## src/rtl/if_fetch.sv

```systemverilog
// Instruction fetch: four pipelined byte reads, assembled little-endian into one output register.
// Word reaches is_o 5 cycles after its first read; stall_i holds the output and fetch parks on a buffered word.
module if_fetch #(
    parameter logic [31:0] RST_PC = 32'h0
) (
    input  logic        clk,
    input  logic        rst,
    input  logic        stall_i,
    input  logic        br_e,
    input  logic [31:0] br_addr,
    input  logic        mem_busy,
    input  logic [7:0]  mem_din,
    output logic        mem_req,
    output logic [31:0] mem_a,
    output logic [31:0] pc_o,
    output logic [31:0] is_o,
    output logic [31:0] ppc_o
);
    logic [31:0] fpc_q, fpc_d;
    logic [2:0]  icnt_q, icnt_d;
    logic        pend_q, pend_d;
    logic [1:0]  pidx_q, pidx_d;
    logic [31:0] wbuf_q, wbuf_d;
    logic        full_q, full_d;
    logic [31:0] pc_q, pc_d;
    logic [31:0] is_q, is_d;
    logic [31:0] ppc_q, ppc_d;

    logic        last_byte;
    logic        word_rdy;
    logic        slot_free;
    logic [31:0] word;

    always_comb begin
        mem_req   = (icnt_q < 3'd4) && !full_q && !mem_busy && !br_e && !rst;
        mem_a     = mem_req ? (fpc_q + {29'd0, icnt_q}) : 32'h0;

        fpc_d     = fpc_q;
        icnt_d    = mem_req ? (icnt_q + 3'd1) : icnt_q;
        pend_d    = mem_req;
        pidx_d    = icnt_q[1:0];
        wbuf_d    = wbuf_q;
        full_d    = full_q;
        pc_d      = pc_q;
        is_d      = is_q;
        ppc_d     = ppc_q;

        // A byte in flight is always captured; mem_busy only gates new issues.
        if (pend_q) begin
            wbuf_d[{pidx_q, 3'b000} +: 8] = mem_din;
        end

        // The final byte bypasses the buffer so a free slot sees the word without an extra cycle.
        last_byte = pend_q && (pidx_q == 2'd3);
        word_rdy  = full_q || last_byte;
        word      = full_q ? wbuf_q : {mem_din, wbuf_q[23:0]};
        slot_free = (is_q == 32'h0) || !stall_i;

        if (word_rdy && slot_free) begin
            pc_d   = fpc_q;
            is_d   = word;
            ppc_d  = fpc_q + 32'd4;
            fpc_d  = fpc_q + 32'd4;
            icnt_d = 3'd0;
            full_d = 1'b0;
        end else begin
            if (last_byte) begin
                full_d = 1'b1;
            end
            if (!stall_i) begin
                pc_d  = 32'h0;
                is_d  = 32'h0;
                ppc_d = 32'h0;
            end
        end

        // Redirect squashes the wrong-path word even under stall.
        if (br_e) begin
            fpc_d  = br_addr;
            icnt_d = 3'd0;
            pend_d = 1'b0;
            full_d = 1'b0;
            wbuf_d = 32'h0;
            pc_d   = 32'h0;
            is_d   = 32'h0;
            ppc_d  = 32'h0;
        end
    end

    always_ff @(posedge clk) begin
        if (rst) begin
            fpc_q  <= RST_PC;
            icnt_q <= 3'd0;
            pend_q <= 1'b0;
            pidx_q <= 2'd0;
            wbuf_q <= 32'h0;
            full_q <= 1'b0;
            pc_q   <= 32'h0;
            is_q   <= 32'h0;
            ppc_q  <= 32'h0;
        end else begin
            fpc_q  <= fpc_d;
            icnt_q <= icnt_d;
            pend_q <= pend_d;
            pidx_q <= pidx_d;
            wbuf_q <= wbuf_d;
            full_q <= full_d;
            pc_q   <= pc_d;
            is_q   <= is_d;
            ppc_q  <= ppc_d;
        end
    end

    assign pc_o  = pc_q;
    assign is_o  = is_q;
    assign ppc_o = ppc_q;
endmodule

```

## config.mk

```make
export PLATFORM = sky130hd
export DESIGN_NAME = if_fetch
export DESIGN_NICKNAME = d
export VERILOG_FILES = /design/src/rtl/if_fetch.sv
export SDC_FILE = /design/constraint.sdc
export NUM_CORES = 1
export LEC_CHECK = 0
export CORE_MARGIN = 3
export CORE_UTILIZATION = 45
export DETAILED_ROUTE_END_ITERATION = 6
export PLACE_DENSITY = 0.82
export SLEW_MARGIN = 20
export SYNTH_ARGS = -nofsm -noshare
export SYNTH_HDL_FRONTEND = slang
export SYNTH_SLANG_ARGS = --single-unit
```

## constraint.sdc

```tcl
create_clock -name clk -period 3.61 [get_ports clk]
set_input_delay 0.9025 -clock clk [delete_from_list [all_inputs] [get_ports clk]]
set_output_delay 0.9025 -clock clk [all_outputs]
set_load 0.01 [all_outputs]
```

==> results <==
- The number of endpoints failing setup at the final stage is 0.
- In the finished design, the share of the clock period the worst path needs comes to 0.9834.
- The area fraction of the dominant cell type after synthesis is 0.4302.
- The area after detailed placement is 9821 um^2.
- The max-slew violation count is 0.
- For the finished layout, the period the worst path requires is roughly 3500 ps.
- The critical path is of the reg2out type.
- On the final layout, the worst hold slack is 473.8 ps.
- The peak supply drop is 0.3370 mV.
- Max-cap violations in this run came to 0.
- In this run the static leakage power is 3.879 nW.
- For this run, the number of Yosys warnings is 0.
- The net count of the finished layout is approximately 1100.
- The synthesis-to-finish area growth is 35.83%.
- The total area of sequential cells is 3306 um^2.
- The count of flip-flops with a built-in enable after synthesis is 0.
- The number of hold violations in the final report is 0.
- In the post-synthesis netlist, the biggest area contributors are sky130_fd_sc_hd__dfxtp_1, sky130_fd_sc_hd__a22o_1, sky130_fd_sc_hd__nor2_1, sky130_fd_sc_hd__xnor2_1, sky130_fd_sc_hd__a22oi_1.
- The remaining design rule violation count is 0.
- The final wirelength is roughly 25000 um.
- The cell count after placement is ~1200.
- The pin count of the biggest net entering global routing is 52.
- The number of nets in the synthesized netlist is 889.
- The count of different cell masters after synthesis is 60.
- The post-layout total power is 0.003920 W.
- After floorplanning, the core was divided into 47 placement rows.
- The diode insertion count for antenna repair is 0.
- The top flip-flop cell by instance count after synthesis is sky130_fd_sc_hd__dfxtp_1.
- The routed layout has 7520 vias.
- The number of port buffers is 173.
- Setup repair after global routing left no endpoint under its margin.
- With fillers left out, the area of the finished cells amounts to 10430 um^2.
- Dividing total power by cell area gives a power density of 375.8 nW/um^2.
- The synthesized area per cell is 9.218 um^2.
- The detail route stage leaves a number of antenna-violating nets equal to 0.
- The number of instances in the synthesized netlist is 833.
- In the final layout, the multi-input gates occupy approximately 4000 um^2.
- The die boundary width is 136.6 um.
- In the final layout, the share of cells above drive strength 1 is 0.1413.
- The tree is rooted in a sky130_fd_sc_hd__clkbuf_16.
- TritonCTS built the clock tree.
- The run finished with clean final reports.
- The number of search-and-repair iterations in the first detailed-routing pass is 6.
- The initial core utilization is 0.4614.
- Synthesis inferred between 150 and 200 register bits.
- In this run the count of I/O pins placed on the die edge is around 170.
- The max-slew headroom at the worst pin is 0.2689.
- The routed via count divided by cell count is 6.069.
- The number of global-route vias before repair is 7222.
- The biggest fanout along the worst timing path is 8.
- The most frequent cell after synthesis is sky130_fd_sc_hd__dfxtp_1.
- The depth of the CTS H-tree is 4.
- The biggest area contributor in the post-synthesis netlist is sky130_fd_sc_hd__dfxtp_1.
- The proportion of synthesized flip-flops having asynchronous set or reset is 0.
- The path class of the tightest hold or removal check is reg2reg.
- After legalization and detailed placement, the total HPWL measured between 15000 and 20000 um.
- For this block, the initial DRC count from the detailed router was 890.
- The die is 136.6 um tall.
- The worst setup path is captured at an output pin.
- The number of clock buffers added by TritonCTS is 17.
- The count of clock tree sinks is 165.
- The die area is 18670 um^2.
- The weighted congestion at the end of routability-driven global placement is 0.9144.
- For this run, the register share of the synthesized area comes to 0.4302.
- The transition at the pin with the smallest max-transition slack is 1094 ps.
- Summing every instance area after synthesis gives approximately 7700 um^2.
- The first global-routing pass estimated 37990 um of wire.
- The finished layout holds 1239 standard cells, fillers aside.
- The standard cell core area is 16640 um^2.
- Summed over all layers, the global routing overflow is 0.
- The count of fill cells added during filler insertion is 1401.
- Static timing analysis puts the maximum clock frequency at 0.2817 GHz.
- The initial antenna violation count is 1.
- By count the netlist is led by sky130_fd_sc_hd__dfxtp_1, sky130_fd_sc_hd__nor2_1, sky130_fd_sc_hd__a22o_1, sky130_fd_sc_hd__clkbuf_1, sky130_fd_sc_hd__xnor2_1.
- The clock tree buffer depth is 2.
- The worst endpoint data arrival time is 2650 ps.
- The final clock skew is 15.96 ps.
- STA classifies the critical path startpoint as a flop.
- The clock network latency to the later pin of the worst-skew pair is 440 ps.
- The detailed-route wire length per cell is 19.91 um.
- The worst path required time is ~2700 ps.
- The clock slew seen by the registers of the worst setup and hold paths is 60 ps.
- The total global routing track utilization is 0.2593.
timing repair:
action | 4_1_cts | 5_1_grt
buffers inserted | 3 | 1
setup endpoints to repair | 33 | 12
pin swaps | 5 | 1
hold buffers | 0 | 0
resized for setup | 62 | 12
flip-flops by register name, indices dropped and copies added (netlist names), 2 cells and up:
| name | count |
|---|---|
| icnt_q | 3 |
| pc_o | 32 |
| fpc_q | 32 |
| wbuf_q | 32 |
| ppc_o | 30 |
| pidx_q | 2 |
| is_o | 32 |
layout by cell type, fill, tap and decap left out, types with 19 or more instances in the layout:
master and n:
sky130_fd_sc_hd__nor2_1 96, sky130_fd_sc_hd__dlygate4sd2_1 29, sky130_fd_sc_hd__nand2_1 34, sky130_fd_sc_hd__xnor2_1 40
sky130_fd_sc_hd__clkdlybuf4s50_1 138, sky130_fd_sc_hd__a311oi_1 20, sky130_fd_sc_hd__a22o_1 86, sky130_fd_sc_hd__dfxtp_1 163
sky130_fd_sc_hd__inv_1 19, sky130_fd_sc_hd__buf_4 59, sky130_fd_sc_hd__a22oi_1 32
logic make-up (layout without fill, tap and decap cells):
logic type	after synthesis	count (layout)	share of synthesized area
simple gates	271	271	0.1915
xor+xnor	48	48	0.05475
mux	13	13	0.01825
compound gates	223	223	0.2291
buf+inv	102	288	0.05736
fa+ha+maj	11	11	0.01890
flops	165	165	0.4302
worst max-delay path: stages (launching register included):
cell                            delay (ps)
sky130_fd_sc_hd__dfxtp_2               350
sky130_fd_sc_hd__ha_4                  140
sky130_fd_sc_hd__inv_1                  50
sky130_fd_sc_hd__fa_2                  350
sky130_fd_sc_hd__nor2b_2               130
sky130_fd_sc_hd__o211ai_1              110
sky130_fd_sc_hd__buf_6                 180
sky130_fd_sc_hd__nor4_2                230
sky130_fd_sc_hd__buf_4                 170
sky130_fd_sc_hd__xnor2_1               150
sky130_fd_sc_hd__nor2_1                 50
sky130_fd_sc_hd__dlygate4sd2_1         280
area by class of cell:
type | instances | share of cell area
Timing Repair Buffer | 236 | 0.2090
Clock buffer | 21 | 0.04223
Inverter | 21 | 0.007798
Tap cell | 220 | 0.02639
Sequential cell | 165 | 0.3169
Multi-Input combinational cell | 566 | 0.3880
Clock inverter | 10 | 0.009717
layer usage:
metal | vias to the layer above | global-route usage | share of wire
li1 | 3453 | - | -
met1 | 3546 | 0.3313 | 0.41
met2 | 448 | 0.4247 | 0.47
met3 | 71 | 0.05956 | 0.087
met4 | 2 | 0.1030 | 0.031
met5 | - | 0 | 0.00032
metrics by stage:
step	setup WS [ps]	TNS (ps)	util
finish	60.04	0	0.6267
detailed placement	-501.8	-11250	0.5901
global placement	-496.5	-10520	0.5901
floorplan	236.0	0	-
CTS	1.258	0	0.6263
global route	4.692	0	0.6267
where the power goes:
| part | switching [W] | internal, W | total (W) |
|---|---|---|---|
| clock network | 0.000748 | 0.000951 | 0.00170 |
| logic | 0.000178 | 0.000147 | 0.000326 |
| registers | 0.0000469 | 0.00185 | 0.00189 |
path summary, 6_finish.rpt:
path / slack (ps) / startpoint / to / depth (start not counted)
hold reg to reg: 470 / wbuf_q[19] / is_o[19] / 1
hold / removal: 470 / wbuf_q[19] / is_o[19] / 1
setup / recovery: 60 / icnt_q[0] / mem_a[24] / 11
setup reg to reg: 650 / is_o[29] / fpc_q[6] / 6
Note: power is estimated with default switching activity, not from simulation.
